==> src/rtl/seg_pkg.sv <==
// seg_pkg: shared state/source encodings and defaults for the seven-segment display arbiter.
// Rev 1.0
`default_nettype none

package seg_pkg;

  typedef enum logic [1:0] {
    S_LIVE = 2'd0,
    S_EDIT = 2'd1,
    S_MSG  = 2'd2
  } state_t;

  localparam logic [1:0]  SRC_LIVE     = 2'd0;
  localparam logic [1:0]  SRC_EDIT     = 2'd1;
  localparam logic [1:0]  SRC_MSG      = 2'd2;

  localparam logic [19:0] DISP_MAX_DEF = 20'd999_999;
  localparam logic [15:0] TICK_MAX_DEF = 16'd49_999;

  function automatic logic [1:0] src_of(input state_t s);
    case (s)
      S_EDIT:  return SRC_EDIT;
      S_MSG:   return SRC_MSG;
      default: return SRC_LIVE;
    endcase
  endfunction

endpackage

`default_nettype wire

==> src/rtl/ms_tick_gen.sv <==
// ms_tick_gen: 1 ms prescaler with synchronous clear; tick is high for one clk at TICK_MAX.
// Rev 1.0
`default_nettype none

module ms_tick_gen
  import seg_pkg::*;
#(
  parameter logic [15:0] TICK_MAX = TICK_MAX_DEF
) (
  input  logic clk,
  input  logic rstn,
  input  logic clr,
  output logic tick
);

  logic [15:0] cnt;

  assign tick = (cnt == TICK_MAX);

  always_ff @(posedge clk or negedge rstn) begin
    if (!rstn) begin
      cnt <= '0;
    end else if (clr || tick) begin
      cnt <= '0;
    end else begin
      cnt <= cnt + 16'd1;
    end
  end

endmodule

`default_nettype wire

==> src/rtl/seg_disp_arbiter.sv <==
// seg_disp_arbiter: priority scheduler (msg > edit > live) feeding the 6-digit seven-segment driver.
// Rev 1.0
`default_nettype none

module seg_disp_arbiter
  import seg_pkg::*;
#(
  parameter logic [15:0] TICK_MAX = TICK_MAX_DEF,
  parameter logic [15:0] HOLD_MS  = 16'd2000,
  parameter logic [9:0]  BLINK_MS = 10'd250,
  parameter logic [19:0] DISP_MAX = DISP_MAX_DEF
) (
  input  logic        clk,
  input  logic        rstn,
  input  logic [19:0] live_data,
  input  logic [5:0]  live_point,
  input  logic        live_sign,
  input  logic        edit_active,
  input  logic [19:0] edit_data,
  input  logic [5:0]  edit_point,
  input  logic        edit_sign,
  input  logic        edit_blink,
  input  logic        msg_req,
  input  logic [19:0] msg_data,
  input  logic [5:0]  msg_point,
  input  logic        msg_sign,
  input  logic        disp_off,
  output logic [19:0] data,
  output logic [5:0]  point,
  output logic        sign,
  output logic        seg_en,
  output logic [1:0]  src,
  output logic        msg_busy,
  output logic        ovf
);

  state_t      state, nstate;
  logic [19:0] msg_data_q;
  logic [5:0]  msg_point_q;
  logic        msg_sign_q;
  logic [15:0] hold_cnt;
  logic [9:0]  blink_cnt, blink_cnt_n;
  logic        phase_off, phase_off_n;
  logic        hold_tick, blink_tick, expire;
  logic [19:0] sel_data;
  logic [5:0]  sel_point;
  logic        sel_sign;

  // Hold prescaler restarts on every accepted request so expiry is edge-exact.
  ms_tick_gen #(.TICK_MAX(TICK_MAX)) u_hold_tick (
    .clk  (clk),
    .rstn (rstn),
    .clr  (msg_req),
    .tick (hold_tick)
  );

  ms_tick_gen #(.TICK_MAX(TICK_MAX)) u_blink_tick (
    .clk  (clk),
    .rstn (rstn),
    .clr  (1'b0),
    .tick (blink_tick)
  );

  assign expire = (state == S_MSG) && hold_tick && (hold_cnt == HOLD_MS - 16'd1);

  always_comb begin
    nstate = state;
    if (msg_req) begin
      nstate = S_MSG;
    end else begin
      case (state)
        S_LIVE, S_EDIT: nstate = edit_active ? S_EDIT : S_LIVE;
        S_MSG:          if (expire) nstate = edit_active ? S_EDIT : S_LIVE;
        default:        nstate = S_LIVE;
      endcase
    end
  end

  always_comb begin
    blink_cnt_n = blink_cnt;
    phase_off_n = phase_off;
    if (nstate == S_EDIT && state != S_EDIT) begin
      blink_cnt_n = '0;
      phase_off_n = 1'b0;
    end else if (blink_tick) begin
      if (blink_cnt == BLINK_MS - 10'd1) begin
        blink_cnt_n = '0;
        phase_off_n = !phase_off;
      end else begin
        blink_cnt_n = blink_cnt + 10'd1;
      end
    end
  end

  // A message accepted this edge is shown straight from the inputs, since the latch loads on the same edge.
  always_comb begin
    sel_data  = live_data;
    sel_point = live_point;
    sel_sign  = live_sign;
    case (nstate)
      S_EDIT: begin
        sel_data  = edit_data;
        sel_point = edit_point;
        sel_sign  = edit_sign;
      end
      S_MSG: begin
        sel_data  = msg_req ? msg_data  : msg_data_q;
        sel_point = msg_req ? msg_point : msg_point_q;
        sel_sign  = msg_req ? msg_sign  : msg_sign_q;
      end
      default: ;
    endcase
  end

  always_ff @(posedge clk or negedge rstn) begin
    if (!rstn) begin
      state       <= S_LIVE;
      msg_data_q  <= '0;
      msg_point_q <= '0;
      msg_sign_q  <= 1'b0;
      hold_cnt    <= '0;
      blink_cnt   <= '0;
      phase_off   <= 1'b0;
      data        <= '0;
      point       <= '0;
      sign        <= 1'b0;
      seg_en      <= 1'b0;
      src         <= SRC_LIVE;
      msg_busy    <= 1'b0;
      ovf         <= 1'b0;
    end else begin
      state     <= nstate;
      blink_cnt <= blink_cnt_n;
      phase_off <= phase_off_n;

      if (msg_req) begin
        msg_data_q  <= msg_data;
        msg_point_q <= msg_point;
        msg_sign_q  <= msg_sign;
        hold_cnt    <= '0;
      end else if (state == S_MSG && hold_tick) begin
        hold_cnt <= hold_cnt + 16'd1;
      end

      data     <= (sel_data > DISP_MAX) ? DISP_MAX : sel_data;
      ovf      <= (sel_data > DISP_MAX);
      point    <= sel_point;
      sign     <= sel_sign;
      seg_en   <= !disp_off && !(nstate == S_EDIT && edit_blink && phase_off_n);
      src      <= src_of(nstate);
      msg_busy <= (nstate == S_MSG);
    end
  end

endmodule

`default_nettype wire

==> config.mk <==
export PLATFORM = sky130hd
export DESIGN_NAME = seg_disp_arbiter
export DESIGN_NICKNAME = d
export VERILOG_FILES = /design/src/rtl/seg_pkg.sv /design/src/rtl/ms_tick_gen.sv /design/src/rtl/seg_disp_arbiter.sv
export SDC_FILE = /design/constraint.sdc
export NUM_CORES = 1
export LEC_CHECK = 0
export BUFFER_PORTS_ARGS = -buffer_cell sky130_fd_sc_hd__buf_2
export CAP_MARGIN = 0
export CORE_UTILIZATION = 55
export CTS_CLUSTER_DIAMETER = 120
export DETAILED_ROUTE_END_ITERATION = 16
export PLACE_DENSITY = 0.82
export SYNTH_ARGS = -nofsm -noshare
export SYNTH_HDL_FRONTEND = slang
export SYNTH_SLANG_ARGS = --single-unit
==> constraint.sdc <==
create_clock -name clk -period 4.6 [get_ports clk]
set_input_delay 0 -clock clk [delete_from_list [all_inputs] [get_ports clk]]
set_output_delay 0 -clock clk [all_outputs]
set_load 0.02 [all_outputs]
## After elaboration in Yosys (flattened, before gate mapping)

Index checks and enable logic that the tools add are counted.

- Memories: 0
- RAM bits: 0
- Bits in registers: 120
- Logic and storage cells: 66
- ROM bits: 0
- Output and inout bits: 32
- Latch bits: 0
- Input port bits: 87

- $mul: 0
- Bitwise gates (word level): 0
- Equal/unequal tests: 9
- Multiplexer cells: 22
- Shift operators: 0
- Add/subtract/negate cells: 4
- Divide/modulo/power cells: 0
- Order comparisons: 1
- Reductions and logical operators: 14

Operators with widths:

| kind | count |
|---|---|
| 16-bit two-way mux | 4 |
| 16-bit by 1-bit adder with 16-bit output, second input constant | 3 |
| 20-bit two-way mux | 2 |
| 20-bit case mux with 2 select lines | 1 |
| 16-bit equality test, second input constant | 2 |
| 10-bit two-way mux | 3 |
| 20-bit > comparator, second input constant | 1 |
| 16-bit by 11-bit equality test with 1-bit output, second input constant | 1 |
| 6-bit case mux with 2 select lines | 1 |
| 10-bit by 1-bit adder with 10-bit output, second input constant | 1 |
| 10-bit by 8-bit equality test with 1-bit output, second input constant | 1 |
| 2-bit case mux with 2 select lines | 2 |
| 1-bit logical AND | 6 |
| 6-bit two-way mux | 1 |
| 1-bit two-way mux | 5 |
| 2-bit by 1-bit equality test with 1-bit output, second input constant | 2 |
| 2-bit equality test, second input constant | 2 |
| 2-bit two-way mux | 2 |
| 2-bit nonzero test | 2 |
| 1-bit zero test | 3 |
| 2-bit zero test | 1 |
| 2-bit by 1-bit inequality test with 1-bit output, second input constant | 1 |
| 1-bit case mux with 2 select lines | 1 |
| 2-bit OR reduction | 1 |
| 1-bit logical OR | 1 |

## Longest topological paths before layout

Gate-level depths: netlist (run 1).

- Depth after elaboration: 12
- Mapped depth: 15
- Gate-level depth less buffers: 12

## Hierarchy

A second synthesis (run 1) with hierarchy kept.

- Cell total of the unflattened synthesis: 556
- Area, all modules: 5860.6 µm²

By module, submodules not included:

| module | cells an instance | instances | seq. area each (µm²) | area an instance (µm²) |
|---|---|---|---|---|
| seg_disp_arbiter | 396 | 1 | 2177.1 | 4276.6 |
| ms_tick_gen | 80 | 2 | 400.4 | 792.0 |

## Worst setup path before layout (run 1)

Ideal clock, no wire load.

- Path kind: reg-to-reg
- From: register u_hold_tick.cnt[0]
- To: register data[0]
- Slack: 819 ps
- Path buffers: 3
- Period minus slack after synthesis: 3781 ps
- Required time: 4479 ps
- Setup time: 121 ps
- Arrival: 3660 ps
- Cell stages (with the launch flop): 15
- Path through: dfrtp_1 > ha_1 > and3_1 > nand4_1 > or3_1 > or4_4 > a21o_1 > ha_1 > clkbuf_1 > buf_2 > a22o_1 > a2111oi_1 > buf_2 > o2111ai_1 > o22a_1

- Cells in the longest elaborated chain, start to end: 10
- Elaborated cells between the ends (all ways): 11
- Classes of those cells: order compare (1); eq/ne (3); mux (5); reduce/logical (2)

Ends and longest elaborated chain:

| item | line | RTL |
|---|---|---|
| from (decl) | ms_tick_gen.sv:16 | `logic [15:0] cnt;` |
| from (signal assigned) | ms_tick_gen.sv:26 | `cnt <= cnt + 16'd1;` |
| 16-bit equality test * | ms_tick_gen.sv:18 | `assign tick = (cnt == TICK_MAX);` |
| 1-bit logical AND * (2 in a row) | seg_disp_arbiter.sv:64 | `assign expire = (state == S_MSG) && hold_tick && (hold_cnt == HOLD_MS - 16'd1);` |
| 2-bit two-way mux * | seg_disp_arbiter.sv:73 | `S_MSG: if (expire) nstate = edit_active ? S_EDIT : S_LIVE;` |
| 2-bit case mux with 2 select lines * | seg_disp_arbiter.sv:71 | `case (state)` |
| 2-bit two-way mux * | seg_disp_arbiter.sv:68 | `if (msg_req) begin` |
| 2-bit equality test / 2-bit by 1-bit equality test with 1-bit output (equally long branches) | seg_disp_arbiter.sv:100 | `case (nstate)` |
| 20-bit case mux with 2 select lines * | seg_disp_arbiter.sv:100 |  |
| 20-bit > comparator | seg_disp_arbiter.sv:145 | `data <= (sel_data > DISP_MAX) ? DISP_MAX : sel_data;` |
| 20-bit two-way mux * | seg_disp_arbiter.sv:145 |  |
| to (signal assigned) | seg_disp_arbiter.sv:145 |  |
| to (decl) | seg_disp_arbiter.sv:28 | `output logic [19:0] data,` |

Every way passes the cells marked *; elsewhere a longest branch is shown, timed or not.
A chain may end at the register's enable or synchronous reset.

## Worst setup path in the final report (run 1)

- From: register u_hold_tick.cnt[0]
- To: register data[9]

- Cells in the longest elaborated chain, start to end: 10
- Elaborated cells between the ends (all ways): 11
- Classes of those cells: order compare (1); eq/ne (3); mux (5); reduce/logical (2)

Ends and longest elaborated chain:

| item | line | RTL |
|---|---|---|
| 16-bit equality test * | ms_tick_gen.sv:18 |  |
| 1-bit logical AND * (2 in a row) | seg_disp_arbiter.sv:64 |  |
| 2-bit two-way mux * | seg_disp_arbiter.sv:73 |  |
| 2-bit case mux with 2 select lines * | seg_disp_arbiter.sv:71 |  |
| 2-bit two-way mux * | seg_disp_arbiter.sv:68 |  |
| named net nstate[0] | seg_disp_arbiter.sv:37 | `state_t state, nstate;` |
| 2-bit equality test / 2-bit by 1-bit equality test with 1-bit output (equally long branches) | seg_disp_arbiter.sv:100 |  |
| 20-bit case mux with 2 select lines * | seg_disp_arbiter.sv:100 |  |
| 20-bit > comparator | seg_disp_arbiter.sv:145 |  |
| 20-bit two-way mux * | seg_disp_arbiter.sv:145 |  |

Mark *: on every way through the listed nets, which the timed path passes. The rest lies on a longest branch.

==> results.md, run 1 <==
* Outcome: completed
* Count of H-tree levels built during CTS at 4
* Layout net count at 860
* Die area at 10800 µm²
* Grt peak-use layer: met2
* WHS at 0.0451 ns
* Max Clock Freq at 227 MHz
* Number of unique standard cell types used by synthesis at 54
* Met3 layer usage reported by global route at 10.5%
* Fillers at 501
* Overall overflow remaining after global route at 0
* Number of clock buffers inserted by TritonCTS at 17
* Count of buffers inserted at the top-level ports at 118
* Starting density of the core at 57.7%
* Worst voltage drop across the vdd grid at 0.237 mV
* Number of enable-type register cells in the synthesized netlist at 0
* Number of buffers on the longest clock path at 2
* HPWL reported at the end of detailed placement at 9.40 mm
* Post-synth top area share at 51.9%
* Crit path kind: flip-flop to flip-flop
* Instance count of the mapped netlist at 552
* Hold Violations, Final at 0
* Worst Path Max Fanout at 19
* Max-cap violations at 0
* Global-route track usage on met2 at 60.0%
* Sink Count at 119
* Worst R2R Setup Slack at 0.20 ns
* Number of remaining DRC errors at 0
* X dimension of the die at 104 µm
* Clock latency on the worst-skew pair at 0.53 ns
* Boundary pin count at 119
* Final setup slack of the worst path at 0.201 ns
* Hold crit path type: input pin to flip-flop
* Critical Path RT at 5.07 ns
* Layout-stage area growth over the synthesis result at 40.2%
* Setup skew after layout at 0.00853 ns
* Initial antenna violation count at 0
* Number of setup violations in the final report at 0
* Global-route wire length before repair at 30.2 mm
* DRC violation total after the first TritonRoute iteration at 525
* Dominant synthesized flop cell: dfrtp_1
* Via count of the routed design at 5686
* Global Route met1 Usage at 41.3%
* Number of cells in the finished layout apart from fillers at 911
* Yosys synthesis warning count at 0
* Die H at 104 µm
* Static Leakage at 0.00362 µW
* Syn nets at 647
* GR Util All Layers at 36.2%
* Fraction of final layout cells sized beyond drive strength 1 at 24.9%
* Post-synthesis instance area at 5740 µm²
* Post-synth ARST share at 100%
* Number of storage elements in the synthesis netlist at 119
* CTS tree: built
* Final core occ at 80.8%
* Synth top area cells: dfrtp_1 (52%), mux2_2 (5.1%), nor2_1 (3.7%), xor2_1 (3.5%), o21ai_0 (3.3%)
* Routed WL at 18.8 mm
* Largest area contributor in the synthesized netlist: dfrtp_1
* Antenna cells at 0
* Total placed cells including tap cells at 783
* TritonRoute pass-1 iters at 6
* Core footprint at 9950 µm²
* Post-CTS setup repair buffer count at 0
* Worst max-slew margin expressed relative to the limit at 35.9%
* Share of the cycle needed by the critical path after routing at 95.6%
* Via count of the first global-routing pass at 5980
* Avg Synthesized Cell Area at 10.4 µm²
* Arrival time at the worst endpoint at 4.87 ns
* Pin count of the biggest net entering global routing at 75
* Power density over the cells at 359 nW/µm²
* Avg Vias per Cell at 6.24
* Placer's final routability congestion estimate at 0.887
* Worst setup timing slack at the placement stage at 0.291 ns
* Proportion of synthesized chip area in sequential cells at 51.9%
* Number of rows created at floorplan at 36
* Crit path capture type: flip-flop
* Average wire length per cell after detail routing at 20.6 µm
* Final min period at 4.40 ns
* Root buffer selected by CTS: clkbuf_8
* Slew @ Worst Pin at 0.961 ns
* Fin. max-slew vios at 0
* Antenna Violating Nets Remaining at 0
* CTS clock-pin slew for the worst setup and hold paths at 0.06 ns
* Critical path startpoint category: flip-flop
power breakdown:
part           leakage (µW)  internal (µW)  switching [µW]  total, µW
sequential          0.00150           1100            26.5       1130
clock              0.000282            881             522       1400
combinational       0.00184            171             188        359
path summary, 6_finish.rpt:
| kind | from | endpoint | depth (start not counted) |
|---|---|---|---|
| worst max-delay path | u_hold_tick.cnt[0] | data[9] | 14 |
| worst min-delay path | edit_data[2] | data[2] | 4 |
| worst max register to register | u_hold_tick.cnt[0] | data[9] | 14 |
| worst min register to register | msg_data_q[3] | msg_data_q[3] | 1 |
| max in group asynchronous | rstn | u_hold_tick.cnt[5] | 3 |
| min in group asynchronous | rstn | u_blink_tick.cnt[11] | 2 |
layout make-up:
class	instances	area [µm²]	share of cell area, %
sequential	119	2980	37.0
tap	133	166	2.07
timing repair buffer	221	1620	20.1
multi-input combinational	394	2620	32.5
inverter	12	45.0	0.560
clock buffer	17	414	5.15
clock inverter	15	205	2.55
cell usage in the layout (no fill, tap or decap), drive strengths merged, types with 20 or more instances in the layout:
cell and instances:
dfrtp 119, xor2 23, xnor2 20, buf 125
o21ai 40, nand2 43, nor2 57, dlygate4sd3 96
mux2 27, nand3 23
through the flow:
step | TNS (ns) | area, µm² | total power [µW]
floorplan | 0 | 5740 | 1270
global placement | 0 | 6440 | 1380
detailed placement | 0 | 6440 | 1390
CTS | 0 | 8020 | 2850
global route | -0.0142 | 8050 | 2970
finish | 0 | 8050 | 2890
synthesized netlist by cell type, drive strengths merged, types with 11 or more instances:
cell type,count
a21oi,17
a22oi,19
and3,11
buf,16
clkbuf,11
dfrtp,119
inv,12
mux2,27
nand2,43
nand3,23
nor2,57
o21ai,40
xnor2,20
xor2,23
cells by family (layout without fill, tap and decap cells):
| kind of cell | Yosys count | in the layout | synth area share, % |
|---|---|---|---|
| compound gates | 116 | 116 | 13.5 |
| fa+ha+maj | 8 | 8 | 1.74 |
| flops | 119 | 119 | 51.9 |
| mux | 27 | 27 | 5.30 |
| simple gates | 200 | 200 | 18.1 |
| xor+xnor | 43 | 43 | 6.56 |
| buf+inv | 39 | 265 | 2.92 |
registers in the layout, indices dropped and copies added, names as in the netlist, 2 cells and up:
signal and flops:
msg_data_q 20, u_hold_tick.cnt 16, state 2, data 20
msg_point_q 6, blink_cnt 10, point 6, hold_cnt 16
u_blink_tick.cnt 16
what timing repair did:
item	4_1_cts	5_1_grt
hold buffers	96	0
resized for setup	0	7
setup endpoints to repair	0	15
hold endpoints to repair	129	0
layer usage:
layer  wire, µm  up-vias
li1           -     2402
met4       1070        0
met5          0        -
met3       1700      111
met1       6700     2727
met2       9290      446
worst max-delay path, cell delays in order, from the launching register on:
cell and delay (ns):
dfrtp_1 0.41, ha_1 0.23, and3_1 0.21, nand4_1 0.13
or3_1 0.41, or4_4 0.58, a21oi_1 0.30, ha_1 0.52
buf_4 0.35, o21ai_0 0.16, o21ai_0 0.33, a2111oi_2 0.10
buf_4 0.21, o21ai_0 0.24, a21o_1 0.17
Power figures use the tool's default switching activity.
==> run 2, diff against run 1 <==
==> constraint.sdc (replaced) <==
create_clock -name clk -period 4.6 [get_ports clk]
set_input_delay 0.69 -clock clk [delete_from_list [all_inputs] [get_ports clk]]
set_output_delay 0.69 -clock clk [all_outputs]
set_load 0.02 [all_outputs]
==> results.md, run 2 (same netlist as run 1, synthesis figures left out) <==
* Number of cells in the finished layout apart from fillers at 814 (was 911)
* Switch share at 23.8% (was 25.5%)
* Sink Count at 119 (unchanged)
* Placer's final routability congestion estimate at 0.943 (was 0.887)
* Critical Path RT at 5.01 ns (was 5.07 ns)
* Via count of the first global-routing pass at 4902 (was 5980)
* TritonRoute pass-1 iters at 5 (was 6)
* Setup skew after layout at 0.0125 ns (was 0.00853 ns)
* Clock share of power at 48.3% (was 48.5%)
* Crit path kind: flip-flop to flip-flop (unchanged)
* Worst setup timing slack at the placement stage at 0.303 ns (was 0.291 ns)
* HPWL reported at the end of detailed placement at 9.54 mm (was 9.40 mm)
* Arrival time at the worst endpoint at 4.68 ns (was 4.87 ns)
* Regs by FF count: data (20), msg_data_q (20) (unchanged)
* Count of H-tree levels built during CTS at 4 (unchanged)
* X dimension of the die at 104 µm (unchanged)
* Max-cap violations at 0 (unchanged)
* Hold crit path type: input pin to asynchronous set/reset pin (was input pin to flip-flop)
* Number of buffers on the longest clock path at 2 (unchanged)
* Count of buffers inserted at the top-level ports at 118 (unchanged)
* Pin count of the biggest net entering global routing at 72 (was 75)
* Final core occ at 70.5% (was 80.8%)
* Clock latency on the worst-skew pair at 0.53 ns (about the same)
* Post-route standard cell area excluding fillers at 7020 µm² (was 8050 µm²)
* Fraction of final layout cells sized beyond drive strength 1 at 28.1% (was 24.9%)
* Worst max-slew margin expressed relative to the limit at 40.4% (was 35.9%)
* Critical path startpoint category: flip-flop (unchanged)
* Cell-internal power at 2030 µW (was 2150 µW)
* Avg Vias per Cell at 5.86 (was 6.24)
* Die H at 104 µm (unchanged)
* Worst voltage drop across the vdd grid at 0.225 mV (was 0.237 mV)
* CTS clock-pin slew for the worst setup and hold paths at 0.06 ns (about the same)
* Portion of total power attributed to combinational logic at 9.5% (was 12.4%)
* Routed WL at 14.2 mm (was 18.8 mm)
* Starting density of the core at 57.7% (unchanged)
* Commonest non-fill, non-tap cell in the layout: dfrtp_1 (unchanged)
* Slew @ Worst Pin at 0.888 ns (was 0.961 ns)
* Layout-stage area growth over the synthesis result at 22.2% (was 40.2%)
* Die area at 10800 µm² (unchanged)
* Number of clock buffers inserted by TritonCTS at 17 (unchanged)
* Overall overflow remaining after global route at 0 (unchanged)
* Final setup slack of the worst path at 0.327 ns (was 0.201 ns)
* Setup TNS Final at 0 ns (unchanged)
* Number of setup violations in the final report at 0 (unchanged)
* Initial antenna violation count at 0 (unchanged)
* GR Util All Layers at 27.5% (was 36.2%)
* Crit path capture type: flip-flop (unchanged)
* Core footprint at 9950 µm² (unchanged)
* RSZ-0062 raised after global routing: false
* Worst Path Max Fanout at 53 (was 19)
* Max Clock Freq at 234 MHz (was 227 MHz)
* Boundary pin count at 119 (unchanged)
* Most used cells in the layout excluding fill and tap cells: dfrtp_1 (119), buf_2 (117), nor2_1 (56) (was dfrtp_1 (119), buf_2 (117), dlygate4sd3_1 (96))
* Total placed cells including tap cells at 784 (was 783)
* CTS tree: built (unchanged)
* Static Leakage at 0.00321 µW (was 0.00362 µW)
* Power density over the cells at 379 nW/µm² (was 359 nW/µm²)
* Post-CTS setup repair buffer count at 0 (unchanged)
* Via count of the routed design at 4766 (was 5686)
* Number of remaining DRC errors at 0 (unchanged)
* Antenna Violating Nets Remaining at 0 (unchanged)
* Average wire length per cell after detail routing at 17.4 µm (was 20.6 µm)
* DRC violation total after the first TritonRoute iteration at 319 (was 525)
* Seq pwr share at 42.3% (was 39.0%)
* Psw at 632 µW (was 737 µW)
* Cell area after placement at 6440 µm² (about the same)
* Hold Violations, Final at 0 (unchanged)
* Outcome: completed (unchanged)
* Number of rows created at floorplan at 36 (unchanged)
* Fin. max-slew vios at 0 (unchanged)
* Global-route wire length before repair at 23.4 mm (was 30.2 mm)
* Layout net count at 765 (was 860)
* Root buffer selected by CTS: clkbuf_8 (unchanged)
* Final min period at 4.27 ns (was 4.40 ns)
* Share of the cycle needed by the critical path after routing at 92.9% (was 95.6%)
[run 2: changes by cell type in the layout (fill, tap and decap cells not counted), sizes merged]
cell | previous run | this run
bufinv | 4 | 3
clkinv | 5 | 6
clkbuf | 17 | 19
clkinvlp | 6 | 1
diode | 0 | 1
dlygate4sd3 | 96 | 0
buf | 125 | 126
[run 2: path summary, 6_finish.rpt]
kind	start	to	slack (ns)	cells past startpoint
setup / recovery	u_hold_tick.cnt[0]	data[0]	0.33	14
hold / removal	rstn	u_blink_tick.cnt[8]	0.29	1
setup reg to reg	u_hold_tick.cnt[0]	data[0]	0.33	14
hold reg to reg	u_hold_tick.cnt[0]	u_hold_tick.cnt[0]	0.50	1
max in group asynchronous	rstn	blink_cnt[7]	3.35	2
min in group clk	live_point[0]	point[0]	0.37	3
[run 2: area by class of cell]
cell class                      count  area [µm²]
Multi-Input combinational cell    394        2600
Inverter                           12        45.0
Fill cell                         734        2940
Tap cell                          133         166
Sequential cell                   119        2980
Clock inverter                     10         131
Timing Repair Buffer              126         657
Clock buffer                       19         432
Antenna cell                        1        2.50
[run 2: through the flow]
| stage | hold slack (ns) | power [µW] |
|---|---|---|
| 6_report | 0.293 | 2660 |
| 5_1_grt | 0.354 | 2750 |
| 4_1_cts | 0.324 | 2670 |
| 3_5_place_dp | 0.488 | 1390 |
| 3_3_place_gp | 0.466 | 1380 |
| 2_1_floorplan | 0.394 | 1270 |
[run 2: what timing repair did]
item	4_1_cts	5_1_grt
hold buffers	0	0
resized for setup	0	2
endpoints found under the setup margin	0	11
[run 2: worst max-delay path, cell delays in order, from the launching register on]
cell	delay, ns
dfrtp_1	0.39
ha_1	0.22
and3_1	0.21
nand4_1	0.12
or3_1	0.39
or4_4	0.57
a21o_1	0.21
ha_2	0.46
buf_6	0.34
nand2b_1	0.19
a21oi_1	0.08
a2111oi_2	0.38
buf_4	0.24
o2111ai_1	0.12
o22a_1	0.22
[run 2: power groups by stage]
stage	Clock, µW	Sequential [µW]	Combinational, µW
final	1290	1120	252
after global routing	1340	1130	275
after CTS	1300	1120	251
after detailed placement	0	1140	249
after global placement	0	1140	243
after floorplan	0	1170	97.0
[run 2: metal layers]
metal	vias up	track usage, %	part of all wire (%)	routed length (µm)
met4	0	10.7	1.6	230
met5	-	0	0	0
met2	197	43.8	49	6950
met3	28	7.21	7.2	1020
li1	2210	-	-	-
met1	2331	36.0	42	5990
==> run 3, diff against run 2 <==
--- a/config.mk
+++ b/config.mk
@@ -7,10 +7,10 @@
 export LEC_CHECK = 0
 export BUFFER_PORTS_ARGS = -buffer_cell sky130_fd_sc_hd__buf_2
 export CAP_MARGIN = 0
-export CORE_UTILIZATION = 55
+export CORE_UTILIZATION = 35
 export CTS_CLUSTER_DIAMETER = 120
 export DETAILED_ROUTE_END_ITERATION = 16
-export PLACE_DENSITY = 0.82
+export PLACE_DENSITY = 0.57
 export SYNTH_ARGS = -nofsm -noshare
 export SYNTH_HDL_FRONTEND = slang
 export SYNTH_SLANG_ARGS = --single-unit
==> results.md, run 3 (same netlist as run 1, synthesis figures left out) <==
* Most used cells in the layout excluding fill and tap cells: dfrtp_1 (119), buf_2 (117), nor2_1 (57) (was dfrtp_1 (119), buf_2 (117), nor2_1 (56))
* Worst voltage drop across the vdd grid at 0.270 mV (was 0.225 mV)
* Via count of the first global-routing pass at 4670 (was 4902)
* Share of the cycle needed by the critical path after routing at 88.5% (was 92.9%)
* Static Leakage at 0.00324 µW (was 0.00321 µW)
* Antenna Violating Nets Remaining at 0 (unchanged)
* Arrival time at the worst endpoint at 4.36 ns (was 4.68 ns)
* X dimension of the die at 130 µm (was 104 µm)
* Final setup slack of the worst path at 0.529 ns (was 0.327 ns)
* Initial antenna violation count at 1 (was 0)
* Final core occ at 45.1% (was 70.5%)
* Final min period at 4.07 ns (was 4.27 ns)
* Post-CTS setup repair buffer count at 0 (unchanged)
* Cell-internal power at 2140 µW (was 2030 µW)
* Worst max-slew margin expressed relative to the limit at 41.0% (was 40.4%)
* Routed WL at 13.5 mm (was 14.2 mm)
* Avg Vias per Cell at 5.06 (was 5.86)
* Average wire length per cell after detail routing at 15.1 µm (was 17.4 µm)
* Crit path kind: flip-flop to flip-flop (unchanged)
* Setup skew after layout at 0.0133 ns (was 0.0125 ns)
* Total placed cells including tap cells at 868 (was 784)
* Number of clock buffers inserted by TritonCTS at 17 (unchanged)
* Root buffer selected by CTS: clkbuf_16 (was clkbuf_8)
* Critical path startpoint category: flip-flop (unchanged)
* Psw at 635 µW (was 632 µW)
* Number of cells in the finished layout apart from fillers at 900 (was 814)
* Number of remaining DRC errors at 0 (unchanged)
* Critical register-to-register path endpoint: data[1] (was data[0])
* Layout net count at 766 (was 765)
* Antenna cells at 0 (was 1)
* Slew @ Worst Pin at 0.878 ns (was 0.888 ns)
* Worst R2R Setup Slack at 0.53 ns (was 0.33 ns)
* Post-cts sizing count at 0 (unchanged)
* Number of setup violations in the final report at 0 (unchanged)
* Count of H-tree levels built during CTS at 4 (unchanged)
* Placer's final routability congestion estimate at 0.840 (was 0.943)
* Max-cap violations at 0 (unchanged)
* Core footprint at 15900 µm² (was 9950 µm²)
* Number of rows created at floorplan at 46 (was 36)
* Layout-stage area growth over the synthesis result at 25.2% (was 22.2%)
* Hold_buf cts at 0 (unchanged)
* Clock latency on the worst-skew pair at 0.41 ns (was 0.53 ns)
* Number of buffers on the longest clock path at 2 (unchanged)
* Power density over the cells at 386 nW/µm² (was 379 nW/µm²)
* Crit path capture type: flip-flop (unchanged)
* Fin. max-slew vios at 0 (unchanged)
* Worst Path Max Fanout at 31 (was 53)
* Worst setup timing slack at the placement stage at 0.515 ns (was 0.303 ns)
* Length in cells of the worst reg-to-reg path at 13 (was 14)
* CTS clock-pin slew for the worst setup and hold paths at 0.05 ns (was 0.06 ns)
* DRC violation total after the first TritonRoute iteration at 200 (was 319)
* Overall overflow remaining after global route at 0 (unchanged)
* HPWL reported at the end of detailed placement at 9.56 mm (was 9.54 mm)
* Global-route wire length before repair at 22.6 mm (was 23.4 mm)
* RSZ-0062 raised after global routing: false (unchanged)
* Setup TNS Final at 0 ns (unchanged)
* Portion of total power attributed to combinational logic at 9.0% (was 9.5%)
* Commonest non-fill, non-tap cell in the layout: dfrtp_1 (unchanged)
* Die H at 130 µm (was 104 µm)
* Hold Violations, Final at 0 (unchanged)
* Sink Count at 119 (unchanged)
* Critical Path RT at 4.89 ns (was 5.01 ns)
* Switch share at 22.9% (was 23.8%)
* CTS tree: built (unchanged)
* Pin count of the biggest net entering global routing at 53 (was 72)
* Hold crit path type: input pin to asynchronous set/reset pin (unchanged)
* Clock share of power at 50.5% (was 48.3%)
* R2r startpoint: u_hold_tick.cnt[0] (unchanged)
* Count of buffers inserted at the top-level ports at 118 (unchanged)
* TritonRoute pass-1 iters at 4 (was 5)
* Die area at 16900 µm² (was 10800 µm²)
* GR Util All Layers at 17.4% (was 27.5%)
* Starting density of the core at 36.0% (was 57.7%)
* Fraction of final layout cells sized beyond drive strength 1 at 28.4% (was 28.1%)
* Regs by FF count: data (20), msg_data_q (20) (unchanged)
* WHS at 0.327 ns (was 0.293 ns)
* Boundary pin count at 119 (unchanged)
* Via count of the routed design at 4556 (was 4766)
* Max Clock Freq at 246 MHz (was 234 MHz)
* Seq pwr share at 40.5% (was 42.3%)
* Outcome: completed (unchanged)
## run 3: cell count changes in the layout (fill, tap and decap cells not counted)
cell / before / now
buf_4: 8 / 10
nor2_1: 56 / 57
clkinvlp_4: 1 / 3
diode_2: 1 / 0
nor2_2: 1 / 0
bufinv_16: 3 / 4
clkinv_2: 5 / 3
clkbuf_16: 16 / 17
clkinv_4: 1 / 2
buf_6: 1 / 0
## run 3: worst max-delay path by stage
| stage | from | to | slack [ns] | cells past startpoint |
|---|---|---|---|---|
| 2_1_floorplan | u_hold_tick.cnt[0] | data[0] | 0.82 | 14 |
| 3_3_place_gp | u_hold_tick.cnt[0] | data[2] | 0.62 | 13 |
| 3_5_place_dp | u_hold_tick.cnt[0] | data[4] | 0.51 | 13 |
| 4_1_cts | u_hold_tick.cnt[0] | data[4] | 0.51 | 13 |
| 5_1_grt | u_hold_tick.cnt[0] | data[1] | 0.27 | 13 |
| 6_report | u_hold_tick.cnt[0] | data[1] | 0.53 | 13 |
## run 3: per-layer routing
metal / part of all wire [%] / up-vias / global-route usage, % / wire length (µm)
met5: 0.059 / - / 0 / 8
met4: 1.4 / 2 / 7.18 / 195
met3: 5.6 / 17 / 4.72 / 759
met2: 48 / 117 / 28.0 / 6460
met1: 45 / 2207 / 22.2 / 6130
li1: - / 2213 / - / -
## run 3: critical path, cell delays in order (launching register included)
cell     delay, ns
dfrtp_1       0.38
ha_1          0.21
and3_1        0.21
nand4_1       0.13
or3_1         0.40
or4_4         0.56
a21o_1        0.21
ha_2          0.62
nor2b_1       0.21
a211o_1       0.37
nand4_1       0.17
nor2_1        0.07
buf_4         0.19
o22a_1        0.22
## run 3: final cells by class
cell class / instances / area (µm²)
Fill cell: 1525 / 8760
Multi-Input combinational cell: 394 / 2600
Timing Repair Buffer: 127 / 661
Clock inverter: 12 / 175
Sequential cell: 119 / 2980
Inverter: 12 / 45.0
Tap cell: 216 / 270
Clock buffer: 20 / 457
## run 3: power groups by stage
stage               clock (µW)  combinational [µW]  sequential [µW]
CTS                       1430                 254             1120
floorplan                    0                97.0             1170
finish                    1400                 250             1120
global placement             0                 250             1140
detailed placement           0                 253             1140
global route              1480                 277             1130
## run 3: per-stage QoR
step | area, µm² | total power, µW
final | 7190 | 2770
after global routing | 7190 | 2880
after CTS | 7190 | 2800
after detailed placement | 6560 | 1390
after global placement | 6560 | 1390
after floorplan | 5740 | 1270
